==> src/rtl/load_store_unit_if.sv <==
// Bus bundles for the load/store unit: execute-side request/response and the
// data-memory initiator port.

interface lsu_req_if;
    logic        req_valid;
    logic        req_ready;
    logic        req_write;
    logic [1:0]  req_size;
    logic        req_unsigned;
    logic [63:0] req_addr;
    logic [63:0] req_wdata;
    logic        resp_valid;
    logic [63:0] resp_rdata;
    logic        resp_error;

    modport master (
        output req_valid, req_write, req_size, req_unsigned, req_addr, req_wdata,
        input  req_ready, resp_valid, resp_rdata, resp_error
    );
    modport slave (
        input  req_valid, req_write, req_size, req_unsigned, req_addr, req_wdata,
        output req_ready, resp_valid, resp_rdata, resp_error
    );
endinterface

interface lsu_mem_if;
    logic [63:0] mem_addr;
    logic [63:0] mem_wdata;
    logic        mem_read;
    logic        mem_write;
    logic [63:0] mem_rdata;

    modport master (
        output mem_addr, mem_wdata, mem_read, mem_write,
        input  mem_rdata
    );
    modport slave (
        input  mem_addr, mem_wdata, mem_read, mem_write,
        output mem_rdata
    );
endinterface

==> src/rtl/load_store_unit.sv <==
// Load/store unit: single initiator of the 64-bit data memory. Sub-word loads are
// extracted and extended; sub-word stores are done as read-modify-write.

module lsu_byte_lane #(
    parameter int LANE = 0
) (
    input  logic [2:0] off,
    input  logic [1:0] size,
    input  logic [7:0] old_byte,
    input  logic [7:0] new_byte,
    output logic [7:0] merged
);
    localparam logic [3:0] L = 4'(LANE);

    logic [3:0] lo, hi;

    // Lane takes store data when it falls inside [off, off + 2^size).
    assign lo     = {1'b0, off};
    assign hi     = lo + (4'd1 << size);
    assign merged = (L >= lo && L < hi) ? new_byte : old_byte;
endmodule

module load_store_unit #(
    parameter int DEPTH = 256
) (
    input  logic      clk,
    input  logic      reset,
    lsu_req_if.slave  req,
    lsu_mem_if.master mem
);
    localparam int NUM_LANES = 8;

    typedef enum logic [2:0] {IDLE, READ, WAIT, WRITE, RESP} state_t;

    typedef struct packed {
        logic        write;
        logic [1:0]  size;
        logic        uns;
        logic [2:0]  off;
        logic [63:0] wdata;
    } req_t;

    state_t      state;
    req_t        cur;
    logic        ready_q, resp_valid_q, resp_error_q, rd_q, wr_q;
    logic [63:0] rdata_q, addr_q, wdata_q;

    logic [63:0] idx;
    logic        misaligned, out_of_range;
    logic [63:0] rd_sh, load_val;
    logic [NUM_LANES-1:0][7:0] rd_lanes, wr_lanes, merged;

    assign idx          = req.req_addr >> 3;
    assign out_of_range = idx >= 64'(DEPTH);

    always_comb begin
        misaligned = 1'b0;
        case (req.req_size)
            2'd0:    misaligned = 1'b0;
            2'd1:    misaligned = req.req_addr[0];
            2'd2:    misaligned = |req.req_addr[1:0];
            default: misaligned = |req.req_addr[2:0];
        endcase
    end

    // Load path: bring the addressed lanes down to bit 0, then extend.
    assign rd_sh = mem.mem_rdata >> {cur.off, 3'b000};

    always_comb begin
        load_val = rd_sh;
        case (cur.size)
            2'd0:    load_val = {{56{~cur.uns & rd_sh[7]}},  rd_sh[7:0]};
            2'd1:    load_val = {{48{~cur.uns & rd_sh[15]}}, rd_sh[15:0]};
            2'd2:    load_val = {{32{~cur.uns & rd_sh[31]}}, rd_sh[31:0]};
            default: load_val = rd_sh;
        endcase
    end

    // Store path: align store data to its lanes and merge over the fetched word.
    assign rd_lanes = mem.mem_rdata;
    assign wr_lanes = cur.wdata << {cur.off, 3'b000};

    for (genvar i = 0; i < NUM_LANES; i++) begin : g_lane
        lsu_byte_lane #(.LANE(i)) u_lane (
            .off      (cur.off),
            .size     (cur.size),
            .old_byte (rd_lanes[i]),
            .new_byte (wr_lanes[i]),
            .merged   (merged[i])
        );
    end

    always_ff @(posedge clk) begin
        if (reset) begin
            state        <= IDLE;
            cur          <= '0;
            ready_q      <= 1'b1;
            resp_valid_q <= 1'b0;
            resp_error_q <= 1'b0;
            rd_q         <= 1'b0;
            wr_q         <= 1'b0;
            rdata_q      <= '0;
            addr_q       <= '0;
            wdata_q      <= '0;
        end else begin
            case (state)
                IDLE: begin
                    if (req.req_valid) begin
                        cur <= '{write: req.req_write, size: req.req_size,
                                 uns: req.req_unsigned, off: req.req_addr[2:0],
                                 wdata: req.req_wdata};
                        ready_q <= 1'b0;
                        rdata_q <= '0;
                        if (misaligned || out_of_range) begin
                            resp_valid_q <= 1'b1;
                            resp_error_q <= 1'b1;
                            state        <= RESP;
                        end else if (req.req_write && req.req_size == 2'd3) begin
                            wr_q    <= 1'b1;
                            addr_q  <= idx;
                            wdata_q <= req.req_wdata;
                            state   <= WRITE;
                        end else begin
                            rd_q   <= 1'b1;
                            addr_q <= idx;
                            state  <= READ;
                        end
                    end
                end
                READ: begin
                    rd_q  <= 1'b0;
                    state <= WAIT;
                end
                WAIT: begin
                    if (cur.write) begin
                        wr_q    <= 1'b1;
                        wdata_q <= merged;
                        state   <= WRITE;
                    end else begin
                        rdata_q      <= load_val;
                        resp_valid_q <= 1'b1;
                        state        <= RESP;
                    end
                end
                WRITE: begin
                    wr_q         <= 1'b0;
                    resp_valid_q <= 1'b1;
                    state        <= RESP;
                end
                RESP: begin
                    resp_valid_q <= 1'b0;
                    resp_error_q <= 1'b0;
                    ready_q      <= 1'b1;
                    state        <= IDLE;
                end
                default: state <= IDLE;
            endcase
        end
    end

    assign req.req_ready  = ready_q;
    assign req.resp_valid = resp_valid_q;
    assign req.resp_rdata = rdata_q;
    assign req.resp_error = resp_error_q;

    // Strobes are masked while reset is held so an abandoned access never fires.
    assign mem.mem_addr  = addr_q;
    assign mem.mem_wdata = wdata_q;
    assign mem.mem_read  = rd_q & ~reset;
    assign mem.mem_write = wr_q & ~reset;
endmodule

==> src/flat_wrapper.sv <==
// flat-port wrapper written by rule: the top's interface ports become plain ports
module load_store_unit_flat 
#(
    parameter int DEPTH = 256
)
  (clk, reset, req_req_valid, req_req_write, req_req_size, req_req_unsigned, req_req_addr, req_req_wdata, req_req_ready, req_resp_valid, req_resp_rdata, req_resp_error, mem_mem_addr, mem_mem_wdata, mem_mem_read, mem_mem_write, mem_mem_rdata);
  lsu_req_if req_i ();
  lsu_mem_if mem_i ();
  input  logic clk;
  input  logic reset;
  input wire logic [$bits(req_i.req_valid)-1:0] req_req_valid;
  input wire logic [$bits(req_i.req_write)-1:0] req_req_write;
  input wire logic [$bits(req_i.req_size)-1:0] req_req_size;
  input wire logic [$bits(req_i.req_unsigned)-1:0] req_req_unsigned;
  input wire logic [$bits(req_i.req_addr)-1:0] req_req_addr;
  input wire logic [$bits(req_i.req_wdata)-1:0] req_req_wdata;
  output wire logic [$bits(req_i.req_ready)-1:0] req_req_ready;
  output wire logic [$bits(req_i.resp_valid)-1:0] req_resp_valid;
  output wire logic [$bits(req_i.resp_rdata)-1:0] req_resp_rdata;
  output wire logic [$bits(req_i.resp_error)-1:0] req_resp_error;
  output wire logic [$bits(mem_i.mem_addr)-1:0] mem_mem_addr;
  output wire logic [$bits(mem_i.mem_wdata)-1:0] mem_mem_wdata;
  output wire logic [$bits(mem_i.mem_read)-1:0] mem_mem_read;
  output wire logic [$bits(mem_i.mem_write)-1:0] mem_mem_write;
  input wire logic [$bits(mem_i.mem_rdata)-1:0] mem_mem_rdata;
  assign req_i.req_valid = req_req_valid;
  assign req_i.req_write = req_req_write;
  assign req_i.req_size = req_req_size;
  assign req_i.req_unsigned = req_req_unsigned;
  assign req_i.req_addr = req_req_addr;
  assign req_i.req_wdata = req_req_wdata;
  assign req_req_ready = req_i.req_ready;
  assign req_resp_valid = req_i.resp_valid;
  assign req_resp_rdata = req_i.resp_rdata;
  assign req_resp_error = req_i.resp_error;
  assign mem_mem_addr = mem_i.mem_addr;
  assign mem_mem_wdata = mem_i.mem_wdata;
  assign mem_mem_read = mem_i.mem_read;
  assign mem_mem_write = mem_i.mem_write;
  assign mem_i.mem_rdata = mem_mem_rdata;
  load_store_unit #(.DEPTH(DEPTH)) u_core (.clk(clk), .reset(reset), .req(req_i), .mem(mem_i));
endmodule
==> config.mk <==
export PLATFORM = sky130hd
export DESIGN_NAME = load_store_unit_flat
export DESIGN_NICKNAME = d
export VERILOG_FILES = /design/src/rtl/load_store_unit_if.sv /design/src/rtl/load_store_unit.sv /design/src/flat_wrapper.sv
export SDC_FILE = /design/constraint.sdc
export NUM_CORES = 1
export LEC_CHECK = 0
export ABC_AREA = 1
export BUFFER_PORTS_ARGS = -buffer_cell sky130_fd_sc_hd__buf_4
export CAP_MARGIN = 20
export CELL_PAD_IN_SITES_DETAIL_PLACEMENT = 1
export CELL_PAD_IN_SITES_GLOBAL_PLACEMENT = 2
export CORE_ASPECT_RATIO = 0.8
export CORE_MARGIN = 4
export CORE_UTILIZATION = 29
export DETAILED_ROUTE_END_ITERATION = 7
export PLACE_DENSITY = 0.9
export SYNTH_ARGS = -nofsm -noshare
export SYNTH_HDL_FRONTEND = slang
export SYNTH_HIERARCHICAL = 1
export SYNTH_SLANG_ARGS = --single-unit
==> constraint.sdc <==
create_clock -name clk -period 3.8 [get_ports clk]
set_input_delay 0.19 -clock clk [delete_from_list [all_inputs] [get_ports clk]]
set_output_delay 0.19 -clock clk [all_outputs]
set_load 0.1 [all_outputs]
==> results of run 1 <==
==> where the power goes <==
part,switching (mW),internal (mW)
sequential,0.0904,2.89
combinational,1.59,0.697
clock,1.41,1.92
total,3.09,5.51
==> cells in the mapped netlist (all sizes together) <==
cell type | number | share of area [%]
dfxtp | 268 | 32
nor2 | 173 | 4.4
nor3b | 53 | 2.4
inv | 133 | 3.0
a31oi | 1 | 0.038
or2 | 10 | 0.38
o21ai | 276 | 8.4
ha | 20 | 1.5
clkbuf | 65 | 1.5
o31ai | 5 | 0.23
o211ai | 34 | 1.5
o21bai | 1 | 0.045
a21boi | 1 | 0.045
nor4 | 1 | 0.038
nand4 | 66 | 2.5
nand3 | 176 | 7.1
conb | 1 | 0.023
fa | 6 | 0.72
nand2 | 867 | 21
buf | 124 | 4.8
clkinv | 2 | 0.045
o21a | 3 | 0.14
a21oi | 237 | 7.9
xor2 | 1 | 0.053
nor3 | 6 | 0.28
mux2i | 1 | 0.060
==> cell usage in the layout, fill, tap and decap left out, types with 20 or more instances in the layout <==
cell type | synthesis | layout
o21ai_0 | 245 | 245
inv_1 | 122 | 118
o211ai_1 | 34 | 34
nor3b_1 | 53 | 53
o21ai_1 | 30 | 30
clkbuf_16 | 0 | 35
nand2_2 | 22 | 22
a21oi_1 | 209 | 209
nor2_1 | 156 | 156
dfxtp_1 | 268 | 265
buf_4 | 27 | 436
nand4_1 | 66 | 66
a21oi_2 | 26 | 26
nand2_1 | 831 | 831
nand3_1 | 127 | 127
ha_1 | 20 | 20
nand3_2 | 42 | 42
dlygate4sd3_1 | 0 | 70
==> critical path, cell delays in order (launching register included) <==
cell and delay [ns]:
dfxtp_1 0.78, buf_4 0.34, nor2_1 0.06, ha_1 0.25
fa_1 0.39, or2_1 0.23, nand3_2 0.08, nand3_4 0.16
nand2_4 0.14, nand2_1 0.07, nand2_1 0.06, nand2_1 0.05
nand2_1 0.10, nand4_1 0.09, a21oi_1 0.21
==> path summary, 6_finish.rpt <==
path                                           endpoint  cells after the start
hold reg to reg             u_core/cur[57]$_SDFFE_PP0P_                      2
setup reg to reg  u_core/mem.mem_wdata[55]$_SDFFE_PP0P_                     14
hold / removal              u_core/cur[33]$_SDFFE_PP0P_                      3
setup / recovery  u_core/mem.mem_wdata[55]$_SDFFE_PP0P_                     14
==> layout make-up <==
cell class,instances,area share [%]
multi-input combinational,1941,44.8
clock inverter,18,0.911
sequential,268,24.8
antenna,1,0.0115
tap,760,4.38
clock buffer,43,4.31
inverter,135,2.36
timing repair buffer,508,18.5
==> routing by layer <==
| metal | wire length, um | vias to the layer above | track usage [%] |
|---|---|---|---|
| met5 | 0 | - | 0 |
| li1 | - | 9053 | - |
| met2 | 36800 | 601 | 40.5 |
| met4 | 2680 | 0 | 8.24 |
| met3 | 5360 | 127 | 5.12 |
| met1 | 36500 | 9070 | 34.8 |
==> cells by family after synthesis <==
logic type / share of synthesized area (%)
AO/OA/AOI/OAI: 18.3
XOR/XNOR: 0.0527
adder cells (fa/ha/maj): 2.23
buffers and inverters: 9.37
flip-flops: 32.3
multiplexers: 0.0602
other: 0.0226
AND/OR/NAND/NOR: 37.7
==> sequential cells by signal, summed over array words and instances (netlist names) <==
name / cells
u_core/req.req_ready: 1
u_core/state: 3
u_core/req.resp_rdata: 64
u_core/mem.mem_wdata: 64
u_core/mem.mem_addr: 61
u_core/rd_q: 1
u_core/req.resp_valid: 1
u_core/cur: 71
u_core/wr_q: 1
u_core/req.resp_error: 1
==> repair_timing <==
action	in CTS	in global routing
hold buffers	70	0
endpoints found under the hold margin	70	0
buffers inserted	0	0
==> metrics by stage <==
stage / worst slack, ns / hold slack [ns]
3_3_place_gp: 0.842 / 0.416
6_report: 0.699 / 0.0144
4_1_cts: 0.701 / 0.00536
3_5_place_dp: 0.709 / 0.424
5_1_grt: 0.446 / 0.0341
2_1_floorplan: 1.05 / 0.325
==> key figures, run 1 <==
Clock tree
  – Clock Tree Root: clkbuf_16
  – CTS sink count: between 200 and 300
  – CTS tree: built
  – CTS H-tree lvls: 2
  – Deepest clock path buffer count: 3
  – Clk_lat worst skew: roughly 0.56 ns
  – Post_cts resized: 0
  – Clk slew on worst S/H paths: 0.07 ns
  – Number of buffers created by CTS: 34

Cells and area
  – Layout cells sized above 1: ~22%
  – Finished Core Util: between 30% and 40%
  – Fill cells: between 7000 and 8000
  – Reg area: about 5400 um^2
  – Nets: approximately 3100
  – Synth-to-layout area growth: 30.6%
  – Finished Layout Cells: 3674
  – Multi-input logic area: about 9700 um^2
  – Design Area, Final: about 22000 um^2

Critical path
  – Worst setup EP type: flop
  – Data required, critical path: approximately 4.3 ns
  – Worst path arrival time: about 3.6 ns
  – Crit path max fanout: 19
  – Startpoint types: flop
  – Critical Path Source: u_core/cur[68]$_SDFFE_PP0P_
  – Crit path kind: reg -> reg
  – Reg2reg start: u_core/cur[68]$_SDFFE_PP0P_
  – Worst reg2reg setup slack: approximately 0.7 ns

Yosys
  – Yosys Warn Count: 6
  – Syn avg cell area: 6.57 um^2
  – Post-Syn Instances: approximately 2500
  – Sequential element share of the synthesized area: roughly a third
  – Distinct cells, synth: 48
  – Synth Cell Area: around 17000 um^2
  – Synth Register Bits: 268

Placement
  – Placed insts: ~3500
  – Placer Congestion: 0.931
  – Placed instance area: approximately 20000 um^2
  – Number of port buffers: approximately 390
  – Post-DP HPWL: approximately 62 mm

Routing
  – Iter 0 DRT Violations: ~1400
  – WL final: about 81 mm
  – Drt wl/cell: about 22 um
  – Residual DRC count: 0
  – Antenna-violating nets left: 0
  – Number of vias per cell: a little over 5
  – Drt first pass iters: 5
  – Total number of vias: around 19000

STA
  – Crit path time final: 3.10 ns
  – # setup viols final: 0
  – Final hold vios: 0
  – Post-Route Skew: between 0.015 and 0.02 ns
  – Max-slew violation count: 0
  – Final period util: around 82%
  – Slew @ Worst Pin: between 0.9 and 1 ns
  – RSZ-0062 raised after global routing: no
  – Slew margin rel.: between 30% and 40%
  – Final TNS setup: 0 ns
  – Peak Freq: around 320 MHz

Global route
  – Vias in the first global route: between 15000 and 20000
  – GRT overflow: 0
  – Total Routing Usage GR: between 20% and 30%
  – Initial antenna violation count: 4
  – Global-route wire length before repair: roughly 120 mm
  – Largest net degree at the start of global routing: ~130

Floorplan
  – Core ar.: 56700 um^2
  – Top Ports: 396
  – Rows: between 70 and 80
  – Die Ht: 222 um
  – Die Width: between 200 and 300 um
  – Die ar.: 61200 um^2
  – Initial core utilization: approximately 29%

Flow run
  – Number of max-cap violations: 0

Power and ir drop
  – Worst VDD drop: approximately 0.00025 V
  – Leak: roughly 9.5 nW
  – Power Total: between 8 and 9 mW
  – Power Density: slightly below 400 nW/um^2

Hold path
  – Hold Path Class: in -> reg
  – Hold_sp: req_req_wdata[33]

Status
  – Status: finished clean
No activity file was read; power rests on OpenSTA's default activity.
==> inputs of run 2 (changes only) <==
--- a/config.mk
+++ b/config.mk
@@ -5,7 +5,7 @@
 export SDC_FILE = /design/constraint.sdc
 export NUM_CORES = 1
 export LEC_CHECK = 0
-export ABC_AREA = 1
+export ABC_AREA = 0
 export BUFFER_PORTS_ARGS = -buffer_cell sky130_fd_sc_hd__buf_4
 export CAP_MARGIN = 20
 export CELL_PAD_IN_SITES_DETAIL_PLACEMENT = 1
@@ -14,7 +14,7 @@
 export CORE_MARGIN = 4
 export CORE_UTILIZATION = 29
 export DETAILED_ROUTE_END_ITERATION = 7
-export PLACE_DENSITY = 0.9
+export PLACE_DENSITY = 0.85
 export SYNTH_ARGS = -nofsm -noshare
 export SYNTH_HDL_FRONTEND = slang
 export SYNTH_HIERARCHICAL = 1
==> constraint.sdc (replaced) <==
create_clock -name clk -period 2.7 [get_ports clk]
set_input_delay 0.135 -clock clk [delete_from_list [all_inputs] [get_ports clk]]
set_output_delay 0.135 -clock clk [all_outputs]
set_load 0.1 [all_outputs]
==> key figures, run 2 <==
Cells and area
  – Largest Register: u_core/cur
  – Largest register FFs: 71 (unchanged)
  – Synth-to-layout area growth: 42.9%
  – Nets: 2735 (-12%)
  – Commonest non-fill, non-tap cell in the layout: buf_4
  – Design Area, Final: 24600 um^2 (+13%)
  – Most frequent cells in the layout: 534 x buf_4, 263 x dfxtp_1, 251 x nand2_1
  – Layout cells sized above 1: 36.3% (+14 points)
  – Finished Core Util: 42.0% (+3.8 points)

STA
  – Final hold vios: 0 (unchanged)
  – Setup WS post-layout: -0.273 ns (-0.972 ns)
  – Peak Freq: 336 MHz (+4.3%)
  – Slew @ Worst Pin: 0.837 ns (-0.0906 ns)
  – # setup viols final: 46 (+46)
  – Post-Route Skew: 0.0174 ns (+0.00104 ns)
  – RSZ-0062 raised after global routing: yes
  – WHS: 0.0751 ns (+0.0606 ns)
  – Max-slew violation count: 0 (unchanged)
  – Crit path time final: 2.97 ns (-0.128 ns)
  – Slew margin rel.: 44.1% (+6.0 points)
  – Final period util: 110% (+29 points)

Yosys
  – Top FF cell, synth: dfxtp_1
  – Synth area leader: dfxtp_1
  – Most common cell in the synthesized netlist: dfxtp_1
  – Area share of the largest cell type after synthesis: 31.2% (-1.1 points)
  – Synth Register Bits: 268 (unchanged)
  – Largest cells by area after synthesis: dfxtp_1 31%, mux2i_1 9.8%, mux2_4 8.2%, a21oi_1 5.7%, nand2_1 5.5%
  – Post-Syn Instances: 1972 (-22%)
  – Async S/R FF share, synth: 0% (unchanged)
  – Sequential element share of the synthesized area: 31.2% (-1.1 points)
  – EDFF count, synth: 0 (unchanged)
  – Yosys Warn Count: 6 (unchanged)
  – Distinct cells, synth: 88 (+83%)
  – Synth Cell Area: 17200 um^2 (+3.4%)
  – Most frequent cells after synthesis: 268 x dfxtp_1, 253 x nand2_1, 194 x a21oi_1
  – Syn avg cell area: 8.71 um^2 (+33%)

Critical path
  – Reg2reg start: u_core/cur[69]$_SDFFE_PP0P_
  – Crit path max fanout: 8 (-11)
  – Startpoint types: flop
  – Worst reg2reg setup slack: -0.27 ns (-0.97 ns)
  – Crit path kind: reg -> reg
  – Critical Path Source: u_core/cur[69]$_SDFFE_PP0P_
  – Data required, critical path: 3.14 ns (-1.14 ns)
  – Worst setup EP type: flop
  – Worst path arrival time: 3.41 ns (-0.17 ns)

Global route
  – Total Routing Usage GR: 24.6% (-0.94 points)
  – Largest net degree at the start of global routing: 80 (-37%)
  – Vias in the first global route: 18200 (-4.0%)
  – GRT overflow: 0 (unchanged)
  – Global-route wire length before repair: 118 mm (-1.3%)
  – Initial antenna violation count: 8 (+4)

Floorplan
  – Initial core utilization: 29.4% (+0.10 points)
  – Die ar.: 63200 um^2 (+3.3%)
  – Die Ht: 226 um (+1.6%)
  – Top Ports: 396 (unchanged)
  – Rows: 79 (+1.3%)
  – Die Width: 280 um (+1.6%)
  – Core ar.: 58400 um^2 (+3.0%)

Clock tree
  – Clock Tree Root: clkbuf_16
  – Deepest clock path buffer count: 3 (unchanged)
  – Clk_lat worst skew: 0.56 ns (about the same)
  – CTS H-tree lvls: 2 (unchanged)
  – CTS tree: built
  – Clk slew on worst S/H paths: 0.06 ns (about the same)
  – Number of buffers created by CTS: 34 (unchanged)
  – CTS sink count: 268 (unchanged)

Status
  – Status: complete, but fails checks
  – Failing checks: negative setup slack

Placement
  – Post-DP HPWL: 61.9 mm (-0.24%)
  – Placed instance area: 21800 um^2 (+9.5%)
  – Placer Congestion: 0.917 (-1.5%)
  – Number of port buffers: 392 (unchanged)

Hold path
  – Hold Path Class: in -> reg
  – Hold_sp: mem_mem_rdata[55]

Routing
  – WL final: 83.0 mm (+2.1%)
  – Iter 0 DRT Violations: 1353 (-3.4%)
  – Antenna-violating nets left: 0 (unchanged)
  – Drt first pass iters: 5 (unchanged)
  – Number of vias per cell: 5.32 (+3.6%)
  – Drt wl/cell: 25.1 um (+13%)
  – Residual DRC count: 0 (unchanged)
  – Total number of vias: 17600 (-6.7%)

Power and ir drop
  – Power Total: 11.5 mW (+33%)
  – Leak: 10.4 nW (+9.0%)
  – Worst VDD drop: 0.000326 V (+33%)
  – Power Density: 466 nW/um^2 (+18%)

Flow run
  – Number of max-cap violations: 0 (unchanged)
==> run 2: logic make-up (layout without fill, tap and decap cells) <==
family	after synthesis	in the layout	share of synthesized area, %
XOR/XNOR	6	8	0.393
flip-flops	268	268	31.2
other	1	11	0.0218
AND/OR/NAND/NOR	760	760	22.2
adder cells (fa/ha/maj)	26	26	2.16
AO/OA/AOI/OAI	400	400	14.4
multiplexers	337	337	24.4
buffers and inverters	174	729	5.15
==> run 2: final timing paths <==
path,depth (start not counted),to
setup / recovery,11,u_core/mem.mem_wdata[5]$_SDFFE_PP0P_
hold / removal,5,u_core/req.resp_rdata[47]$_SDFFE_PP0P_
setup reg to reg,11,u_core/mem.mem_wdata[5]$_SDFFE_PP0P_
hold reg to reg,1,u_core/mem.mem_addr[35]$_SDFFE_PP0P_
==> run 2: critical path, stage by stage (launching register included) <==
cell and delay [ns]:
dfxtp_4 0.36, buf_4 0.14, buf_12 0.12, and2b_2 0.18, ha_1 0.33, xnor2_2 0.18, or4b_4 0.50, nand3_4 0.21
mux2_4 0.32, mux2i_1 0.15, nor2_1 0.06, mux2_4 0.29
==> run 2: routing by layer <==
layer	GRT usage (%)	wire length [um]	part of all wire, %	up-vias
met2	39.1	37400	45	654
met5	0	0	0	-
li1	-	-	-	8041
met1	33.8	37000	45	8747
met4	7.81	2790	3.4	0
met3	4.70	5780	7.0	143
==> run 2: final cells by class <==
cell class	count	area, um^2
antenna	8	20.0
timing repair buffer	661	5560
multi-input combinational	1534	11500
fill	6729	33900
clock buffer	41	917
clock inverter	16	188
sequential	268	5380
tap	769	962
inverter	11	41.3
==> run 2: power breakdown <==
group	internal [mW]	switching, mW	leakage, nW	total (mW)
registers	4.02	0.0965	2.17	4.12
logic	1.21	1.54	7.65	2.75
clock network	2.64	1.94	0.541	4.58
total	7.87	3.58	10.4	11.5
==> run 2: through the flow <==
step	worst slack, ns	TNS, ns	instances
after floorplan	-0.260	-2.21	1974
after global placement	-0.211	-4.51	3125
after detailed placement	-0.278	-8.19	3125
after CTS	-0.247	-5.16	3277
after global routing	-0.347	-13.20	3306
final	-0.273	-8.16	3308
==> run 2: what timing repair did <==
item | 4_1_cts | 5_1_grt
pin swaps | 7 | 23
setup buffers | 6 | 19
hold buffers | 88 | 0
gates resized for setup | 36 | 67
endpoints found under the setup margin | 53 | 95
cloned | 1 | 5
hold endpoints to repair | 137 | 0
